### config.mk
export PLATFORM = sky130hd
export DESIGN_NAME = regfile_mp
export DESIGN_NICKNAME = d
export VERILOG_FILES = /design/src/rtl/regfile_pkg.sv /design/src/rtl/regfile_rdport.sv /design/src/rtl/regfile_mp.sv
export SDC_FILE = /design/constraint.sdc
export NUM_CORES = 2
export LEC_CHECK = 0
export BUFFER_PORTS_ARGS = -buffer_cell sky130_fd_sc_hd__buf_2
export CAP_MARGIN = 40
export CORE_ASPECT_RATIO = 1.25
export CORE_MARGIN = 5
export CORE_UTILIZATION = 40
export CTS_BUF_LIST = sky130_fd_sc_hd__clkbuf_4 sky130_fd_sc_hd__clkbuf_8
export CTS_CLUSTER_DIAMETER = 60
export DETAILED_ROUTE_END_ITERATION = 10
export PLACE_DENSITY_LB_ADDON = 0.2
export SLEW_MARGIN = 30
export SYNTH_ARGS = -nofsm -noshare
export SYNTH_HDL_FRONTEND = slang
export SYNTH_HIERARCHICAL = 1
export SYNTH_SLANG_ARGS = --single-unit
### constraint.sdc
create_clock -name clk -period 39.8 [get_ports clk]
set_input_delay 3.98 -clock clk [delete_from_list [all_inputs] [get_ports clk]]
set_output_delay 3.98 -clock clk [all_outputs]
set_load 0.02 [all_outputs]
### src/rtl/regfile_pkg.sv
// Shared types and helpers for the multi-port register file.
//   rf_state_t : CLEAR (post-reset zeroing sweep) / RUN (normal traffic)
//   pack_idx   : base bit of slice i in a bus packed with w-bit slices
package regfile_pkg;

   typedef enum logic {
      CLEAR = 1'b0,
      RUN   = 1'b1
   } rf_state_t;

   function automatic int unsigned pack_idx(input int unsigned i, input int unsigned w);
      return i * w;
   endfunction

endpackage

### src/rtl/regfile_rdport.sv
// One combinational read port of the register file.
//   ready_i   : file is out of the clear sweep; outputs forced to 0 when low
//   ra_i      : read address
//   we_i/wa_i/wd_i : all write ports of the current cycle, for bypass
//   rf_data_i : stored word at ra_i
//   pend_i    : stored pending bit at ra_i
//   rd_c_o    : read data (bypassed, zero-forced), combinational
//   pend_c_o  : pending flag consistent with rd_c_o, combinational
module regfile_rdport
   import regfile_pkg::*;
#(
   parameter int unsigned WIDTH    = 32,
   parameter int unsigned NWRITE   = 2,
   parameter bit          ZERO_REG = 1'b1,
   parameter int unsigned AW       = 5
) (
   input  logic                    ready_i,
   input  logic [AW-1:0]           ra_i,
   input  logic [NWRITE-1:0]       we_i,
   input  logic [NWRITE*AW-1:0]    wa_i,
   input  logic [NWRITE*WIDTH-1:0] wd_i,
   input  logic [WIDTH-1:0]        rf_data_i,
   input  logic                    pend_i,
   output logic [WIDTH-1:0]        rd_c_o,
   output logic                    pend_c_o
);

   // Later ports overwrite earlier matches, so the highest index wins.
   // A matching write retires the producer, so pend is cleared with the bypass.
   always_comb begin
      rd_c_o   = rf_data_i;
      pend_c_o = pend_i;
      for (int unsigned i = 0; i < NWRITE; i++) begin
         if (we_i[i] && (wa_i[pack_idx(i, AW) +: AW] == ra_i)) begin
            rd_c_o   = wd_i[pack_idx(i, WIDTH) +: WIDTH];
            pend_c_o = 1'b0;
         end
      end
      if (ZERO_REG && (ra_i == '0)) begin
         rd_c_o   = '0;
         pend_c_o = 1'b0;
      end
      if (!ready_i) begin
         rd_c_o   = '0;
         pend_c_o = 1'b0;
      end
   end

endmodule

### src/rtl/regfile_mp.sv
// Parametrised multi-port register file with write bypass, optional
// hardwired-zero register 0, post-reset clear sweep and pending scoreboard.
//   clk, reset     : clock, synchronous active-high reset
//   ready          : sweep done, file accepts traffic (registered)
//   we/wa/wd       : NWRITE write ports, higher index has priority
//   ra/rd/pend     : NREAD read ports, rd/pend combinational
//   resv_en/resv_a : reserve a destination (set its pending bit)
module regfile_mp
   import regfile_pkg::*;
#(
   parameter int unsigned WIDTH    = 32,
   parameter int unsigned DEPTH    = 32,
   parameter int unsigned NREAD    = 2,
   parameter int unsigned NWRITE   = 2,
   parameter bit          ZERO_REG = 1'b1,
   parameter int unsigned AW       = $clog2(DEPTH)
) (
   input  logic                    clk,
   input  logic                    reset,
   output logic                    ready,
   input  logic [NWRITE-1:0]       we,
   input  logic [NWRITE*AW-1:0]    wa,
   input  logic [NWRITE*WIDTH-1:0] wd,
   input  logic [NREAD*AW-1:0]     ra,
   output logic [NREAD*WIDTH-1:0]  rd,
   output logic [NREAD-1:0]        pend,
   input  logic                    resv_en,
   input  logic [AW-1:0]           resv_a
);

   rf_state_t        state_q, state_d;
   logic [AW-1:0]    clr_idx_q, clr_idx_d;
   logic             ready_q, ready_d;
   logic [DEPTH-1:0] pend_q, pend_d;
   logic [WIDTH-1:0] rf_q [DEPTH];
   logic [WIDTH-1:0] rf_d [DEPTH];

   // Control state and scoreboard.
   always_ff @(posedge clk) begin
      if (reset) begin
         state_q   <= CLEAR;
         clr_idx_q <= '0;
         pend_q    <= '0;
         ready_q   <= 1'b0;
      end else begin
         state_q   <= state_d;
         clr_idx_q <= clr_idx_d;
         pend_q    <= pend_d;
         ready_q   <= ready_d;
      end
   end

   // Storage; zeroed by the sweep rather than by reset.
   always_ff @(posedge clk) begin
      if (!reset) begin
         rf_q <= rf_d;
      end
   end

   // Next state: sweep in CLEAR, writes and reservations in RUN.
   always_comb begin
      state_d   = state_q;
      clr_idx_d = clr_idx_q;
      pend_d    = pend_q;
      rf_d      = rf_q;
      unique case (state_q)
         CLEAR: begin
            rf_d[clr_idx_q]   = '0;
            pend_d[clr_idx_q] = 1'b0;
            clr_idx_d         = clr_idx_q + AW'(1);
            if (clr_idx_q == AW'(DEPTH - 1)) begin
               state_d = RUN;
            end
         end
         RUN: begin
            for (int unsigned i = 0; i < NWRITE; i++) begin
               if (we[i] && !(ZERO_REG && (wa[pack_idx(i, AW) +: AW] == '0))) begin
                  rf_d[wa[pack_idx(i, AW) +: AW]]   = wd[pack_idx(i, WIDTH) +: WIDTH];
                  pend_d[wa[pack_idx(i, AW) +: AW]] = 1'b0;
               end
            end
            // Applied after the write clears: a same-edge reservation wins.
            if (resv_en && !(ZERO_REG && (resv_a == '0))) begin
               pend_d[resv_a] = 1'b1;
            end
         end
         default: begin
            state_d = CLEAR;
         end
      endcase
      ready_d = (state_d == RUN);
   end

   assign ready = ready_q;

   for (genvar j = 0; j < NREAD; j++) begin : g_rd
      logic [AW-1:0] ra_j;
      assign ra_j = ra[pack_idx(j, AW) +: AW];

      regfile_rdport #(
         .WIDTH    (WIDTH),
         .NWRITE   (NWRITE),
         .ZERO_REG (ZERO_REG),
         .AW       (AW)
      ) u_rdport (
         .ready_i   (ready_q),
         .ra_i      (ra_j),
         .we_i      (we),
         .wa_i      (wa),
         .wd_i      (wd),
         .rf_data_i (rf_q[ra_j]),
         .pend_i    (pend_q[ra_j]),
         .rd_c_o    (rd[pack_idx(j, WIDTH) +: WIDTH]),
         .pend_c_o  (pend[j])
      );
   end

endmodule

Word level (Yosys, flattened, before mapping)

Index checks and enable logic that the tools add are counted.

Add/sub/neg operators: 1
Multipliers: 0
Divide/modulo/power cells: 0
Magnitude comparators: 18
Eq/ne operators: 5
Shifts and indexed selects: 0
Mux-type cells: 54
Bitwise logic cells: 15
Reductions and logical operators: 22

Operators by type and width:

| cell                                                              | number |
|---|---|
| 2-to-1 mux 1024 bit                                               | 3 |
| bitwise mux 1024 bit                                              | 2 |
| case mux 1024 bit (2 select lines)                                | 1 |
| bitwise AND 1024 bit                                              | 1 |
| inverter 1024 bit                                                 | 1 |
| 2-to-1 mux 32 bit                                                 | 20 |
| demux 32 bit (select 5 bit)                                       | 3 |
| binary-select mux 32 bit (select 5 bit)                           | 2 |
| bitwise AND 32 bit                                                | 3 |
| inverter 32 bit                                                   | 3 |
| case mux 32 bit (2 select lines)                                  | 1 |
| < comparator 5 x 6 -> 1 bit, second input constant                | 6 |
| bitwise OR 32 bit                                                 | 1 |
| greater-or-equal comparator 6 bit, second input constant          | 5 |
| inverter 5 -> 6 bit                                               | 5 |
| zero test 5 bit                                                   | 5 |
| demux 1 bit (select 5 bit)                                        | 4 |
| equality test 5 bit                                               | 4 |
| greater-or-equal comparator 5 x 1 -> 1 bit, second input constant | 4 |
| < comparator 6 x 1 -> 1 bit, second input constant                | 3 |
| 2-to-1 mux 1 bit                                                  | 16 |
| logical AND 1 bit                                                 | 14 |
| binary-select mux 1 bit (select 5 bit)                            | 2 |
| adder 5 x 1 -> 5 bit, second input constant                       | 1 |
| other kinds (3)                                                   | 5 |

Flip-flop bits (word level): 1,062
Bits in latches: 0
Memory bits (writable): 0
Memory bits (read-only): 0
Input port bits: 94
Output and inout port bits: 67
Word-level logic and storage cells: 150
Memories: 0

Depth between registers and ports, before layout

Depth after elaboration: 14
Mapped depth: 10
Mapped depth without buffers: 7

Cells and area by module

The synthesis kept the hierarchy.

By module, submodules not included:

| module         | instances | cells an instance | area an instance (um^2) | sequential area each (um^2) |
|---|---|---|---|---|
| regfile_mp     | 1         | 9,599             | 80,876.3                | 31,510.2 |
| regfile_rdport | 2         | 175               | 1,278.7                 | 0.0 |

Least setup slack after synthesis

No wires, ideal clock.

Path kind: input port to flip-flop
Start point: in reset
End point: reg rf_q[0] (netlist name), enable pin
Setup time: 7.914 ns
Arrival: 22.623 ns
Required time: 31.886 ns
Path slack: 9.263 ns
Stages on the path: 1
Buffers on the path: 0
Cell sequence: clkinv_1

RTL lines:

| element              | RTL line         | text |
|---|---|---|
| start, declared      | regfile_mp.sv:19 | `input logic reset,` |
| end signal, assigned | regfile_mp.sv:56 | `rf_q <= rf_d;` |
| end, declared        | regfile_mp.sv:35 | `logic [WIDTH-1:0] rf_q [DEPTH];` |

No word-level cell between the ends.

Worst setup path after layout

Start point: in ra[6]
End point: out rd[34]

Longest elaborated chain between the ends: 8
Elaborated cells between the ends (all ways): 13
Classes of those cells: 2 x eq/ne; 7 x mux; 1 x bitwise; 3 x reduce/logical

Ends and longest elaborated chain:

| element                                               | RTL line             | text |
|---|---|---|
| start, declared                                       | regfile_mp.sv:24     | `input logic [NREAD*AW-1:0] ra,` |
| inverter 5 -> 6 bit (implied by the code)             | regfile_mp.sv:111    | `.rf_data_i (rf_q[ra_j]),` |
| binary-select mux 32 bit (select 5 bit)               | regfile_mp.sv:111    |  |
| 2-to-1 mux 32 bit (implied by the code) (2 in series) | regfile_mp.sv:111    |  |
| 2-to-1 mux 32 bit (2 in series)                       | regfile_rdport.sv:34 | `if (we_i[i] && (wa_i[pack_idx(i, AW) +: AW] == ra_i)) begin` |
| 2-to-1 mux 32 bit (*)                                 | regfile_rdport.sv:39 | `if (ZERO_REG && (ra_i == '0)) begin` |
| 2-to-1 mux 32 bit (*)                                 | regfile_rdport.sv:43 | `if (!ready_i) begin` |
| end, declared                                         | regfile_mp.sv:25     | `output logic [NREAD*WIDTH-1:0] rd,` |

Mark *: on every way between the ends. The rest lies on a longest branch, timed or not. The select of a mux whose other input is x is not followed.

==> reports/results.md <==
| Group | Parameter | Value |
| --- | --- | --- |
| yosys | Area of the mapped netlist | 83400 µm² |
| final layout | Layout net count | 9562 |
| global route | Via count of the first global-routing pass | 83000 |
| routing | DRT Pass-1 Iters | 7 |
| routing | Antenna Nets Post-Route | 0 |
| setup path | Required time reported for the critical path endpoint | 35.82 ns |
| sta | Unrepaired setup endpoints after global routing | false |
| cts | Total of cells resized after clock tree synthesis | 0 |
| final layout | Area growth syn-to-layout | 9.19% |
| final layout | Number of inserted filler cells in the final layout | 20100 |
| worst hold path | Hold/Removal Path Class | flip-flop to flip-flop |
| power and ir drop | Overall power | 3.00 mW |
| yosys | Share of the synthesized area in the top cell type | 0.369 |
| yosys | Share of synthesized area occupied by flip-flops and latches | 0.378 |
| yosys | FFs w/ async S/R, synth | 0 |
| yosys | Area contributors post-synth | sky130_fd_sc_hd__edfxtp_1, sky130_fd_sc_hd__mux2i_1, sky130_fd_sc_hd__nand2_1, sky130_fd_sc_hd__a21o_1, sky130_fd_sc_hd__a31oi_1 |
| setup path | Type of origin of the critical path | input pin |
| routing | Drt wl/cell | 33.6 µm |
| final layout | Most frequent standard cell in the layout excluding fill and tap cells | sky130_fd_sc_hd__nand2_1 |
| setup path | Cell with the biggest individual delay on the critical path | sky130_fd_sc_hd__buf_4 |
| sta | Final Hold Fails | 0 |
| global route | GRT Residual Overflow | 0 |
| yosys | Count of state elements after synthesis | 1062 |
| setup path | Endpoint type of the worst setup path | primary output |
| sta | Final max-slew violation count | 0 |
| final layout | Fraction of layout instances using a drive strength above 1 | 0.102 |
| cts | # hold bufs at CTS | 0 |
| cts | CTS tree | built |
| final layout | Core Util, Final | 0.439 |
| floorplanning | Die Outline Area | 218000 µm² |
| setup path | Crit-path max cell delay | 0.81 ns |
| cts | Maximum level of the CTS H-tree | 4 |
| yosys | Gate count after technology mapping | 9949 |
| routing | Number of vias per cell after detailed routing | 7.11 |
| setup path | Crit path DAT | 9.52 ns |
| sta | Shortest period the worst path allows | 13.50 ns |
| power and ir drop | Maximum VDD drop | 23.7 µV |
| routing | Total via count after detailed routing | 87900 |
| placement | Post-detailed-placement half-perimeter wirelength | 240000 µm |
| floorplanning | Chip height | 521 µm |
| yosys | Number of warnings printed during yosys synthesis | 6 |
| final layout | Most used cells in the layout excluding fill and tap cells | sky130_fd_sc_hd__nand2_1, sky130_fd_sc_hd__a31oi_1, sky130_fd_sc_hd__mux2i_1, sky130_fd_sc_hd__o21ai_0, sky130_fd_sc_hd__edfxtp_1 |
| setup path | Largest driver fanout on the critical path | 67 |
| yosys | Number of enable-type register cells in the synthesized netlist | 1024 |
| sta | Number of failing setup endpoints in the final timing report | 0 |
| yosys | Most frequently used flop master after synthesis | sky130_fd_sc_hd__edfxtp_1 |
| sta | Worst Max-Slew Pin Slew | 1.09 ns |
| yosys | Post-synthesis net count | 10000 |
| power and ir drop | Pwr dens | 32.9 nW/µm² |
| placement | Routability-driven placement congestion ratio | 0.936 |
| global route | Gr usage total | 0.359 |
| final layout | Sequential standard cell area | 31500 µm² |
| sta | Setup Total Neg Slack | 0 ns |
| yosys | Count of unique library cells instantiated by Yosys | 54 |
| power and ir drop | Leakage power total | 37.3 nW |
| yosys | Library cell occupying the most area in the post-synthesis netlist | sky130_fd_sc_hd__edfxtp_1 |
| sta | Share of the cycle needed by the critical path after routing | 0.339 |
| cts | Longest Clk Path Bufs | 4 |
| routing | Post-route DRC | 0 |
| floorplanning | Die width | 418 µm |
| cts | Number of clock buffers inserted by TritonCTS | 196 |
| placement | Port buffer count | 160 |
| global route | Initial antenna violation count | 43 |
| routing | Total detailed-routing wirelength | 415000 µm |
| global route | Pin count of the biggest net entering global routing | 228 |
| cts | Clk root buf | sky130_fd_sc_hd__clkbuf_8 |
| final layout | Area of the multi-input gates | 47900 µm² |
| outcome | Result of the run | finished clean |
| setup path | List of cells traversed by the critical path | buf_8 > buf_4 > buf_4 > buf_4 > buf_12 > buf_4 > buf_16 > mux2i_1 > a22oi_1 > nand3_1 > nand3_1 > o21ai_0 > a31oi_2 > buf_2 |
| floorplanning | I/O Pins | 161 |
| global route | Wire length of the first global-routing pass | 584000 µm |
| floorplanning | Core ar. | 208000 µm² |
| setup path | Critical path's most frequent cell | sky130_fd_sc_hd__buf_4 |
| cts | Clock-pin slew on the worst setup and hold paths | 0.07 ns |
| job | Maxcap violations | 0 |
| sta | FMAX | 74.1 MHz |
| setup path | Type of the worst setup path | input pin to primary output |
| yosys | Post-synthesis average cell area | 8.39 µm² |
| cts | Total number of clock tree sinks | 1062 |
| cts | Clock latency at the later pin of the worst-skew pair | 0.99 ns |
| floorplanning | Rows | 187 |
| sta | Max-Slew Margin vs Limit | 0.274 |
| cts | Setup fix buffers added after clock tree synthesis | 0 |
| floorplanning | Starting density of the core | 0.402 |
| sta | Clock Skews | 0.0600 ns |
| routing | Detailed router's first-iteration violation count | 14100 |
cells in the mapped netlist, types with 3 or more instances:
master / instances
sky130_fd_sc_hd__nand2_1: 2219
sky130_fd_sc_hd__a31oi_1: 1107
sky130_fd_sc_hd__mux2i_1: 1054
sky130_fd_sc_hd__o21ai_0: 1026
sky130_fd_sc_hd__edfxtp_1: 1024
sky130_fd_sc_hd__a21o_1: 960
sky130_fd_sc_hd__clkbuf_1: 877
sky130_fd_sc_hd__nand3_1: 271
sky130_fd_sc_hd__buf_2: 237
sky130_fd_sc_hd__a21oi_1: 213
sky130_fd_sc_hd__a22oi_1: 198
sky130_fd_sc_hd__a22o_1: 164
sky130_fd_sc_hd__nor2_1: 73
sky130_fd_sc_hd__nor3_1: 69
sky130_fd_sc_hd__o31ai_1: 64
sky130_fd_sc_hd__a31oi_2: 60
sky130_fd_sc_hd__nor2b_1: 51
sky130_fd_sc_hd__dfxtp_1: 38
sky130_fd_sc_hd__buf_1: 32
sky130_fd_sc_hd__or2_2: 29
sky130_fd_sc_hd__o32ai_1: 27
sky130_fd_sc_hd__inv_1: 25
sky130_fd_sc_hd__xnor2_1: 21
sky130_fd_sc_hd__nand2b_1: 18
sky130_fd_sc_hd__buf_6: 14
sky130_fd_sc_hd__or3_1: 9
sky130_fd_sc_hd__nand4b_1: 7
sky130_fd_sc_hd__nand4_1: 6
sky130_fd_sc_hd__and2_1: 5
sky130_fd_sc_hd__ha_1: 5
sky130_fd_sc_hd__nand4bb_1: 5
sky130_fd_sc_hd__and4bb_2: 4
sky130_fd_sc_hd__nor3_2: 4
sky130_fd_sc_hd__o211ai_1: 4
sky130_fd_sc_hd__or2_1: 3
layout make-up:
class,count,share of cell area
multi-input combinational,7700,0.526
sequential,1062,0.346
timing repair buffer,477,0.0481
tap,2740,0.0376
clock buffer,264,0.0354
clock inverter,59,0.00504
inverter,26,0.00115
antenna,38,0.00104
logic make-up after synthesis:
| kind of cell | after synthesis | synth area share |
|---|---|---|
| buffers and inverters | 1187 | 0.0583 |
| AOI/OAI and AO/OA | 3831 | 0.298 |
| DFF | 1062 | 0.378 |
| muxes | 1054 | 0.126 |
| and+or+nand+nor | 2787 | 0.137 |
| xor gates and xnor gates | 23 | 0.00241 |
| adders and majority gates | 5 | 0.000750 |
power breakdown:
| group | leakage [nW] | switching [mW] | total, mW | internal, mW |
|---|---|---|---|---|
| Clock | 1.95 | 0.541 | 1.11 | 0.571 |
| Combinational | 25.0 | 0.344 | 0.512 | 0.168 |
| Sequential | 10.4 | 0.0696 | 1.38 | 1.31 |
| Total | 37.3 | 0.954 | 3.00 | 2.05 |
worst paths after layout:
| check | start | to | slack [ns] | cells past startpoint |
|---|---|---|---|---|
| min reg2reg | pend_q[21]$_SDFF_PP0_ | pend_q[21]$_SDFF_PP0_ | 0.49 | 2 |
| max reg2reg | ready$_SDFF_PP0_ | rf_q[45]$_DFFE_PN_ | 36.07 | 7 |
| min | pend_q[21]$_SDFF_PP0_ | pend_q[21]$_SDFF_PP0_ | 0.49 | 2 |
| max | ra[6] | rd[34] | 26.30 | 14 |
state kept, by name (all words and copies together), names as in the netlist:
register,cells
clr_idx_q,5
ready,1
pend_q,32
rf_q,1024
critical path: cells and delay by family:
family,cells,cell delay [ns]
compound gates,3,1.17
buf+inv,8,3.68
mux,1,0.13
simple gates,2,0.27
metrics by stage:
step           instance area [µm²]  instances  worst slack (ns)  hold WS, ns
2_1_floorplan                83400       9949              9.26        0.459
3_3_place_gp                 85700      11900             26.21        0.483
3_5_place_dp                 86500      12000             26.19        0.481
4_1_cts                      90200      12300             26.20        0.492
5_1_grt                      91100      12300             26.42        0.517
6_report                     91100      12400             26.30        0.495
routing by layer:
layer / GRT usage / wire, µm / part of all wire / vias to the layer above
li1: - / - / - / 36000
met3: 0.104 / 55100 / 0.13 / 2140
met5: 0 / 64 / 0.00015 / -
met2: 0.547 / 178000 / 0.43 / 7389
met4: 0.270 / 36700 / 0.088 / 10
met1: 0.428 / 145000 / 0.35 / 42400
No activity file was read; power rests on OpenSTA's default activity.
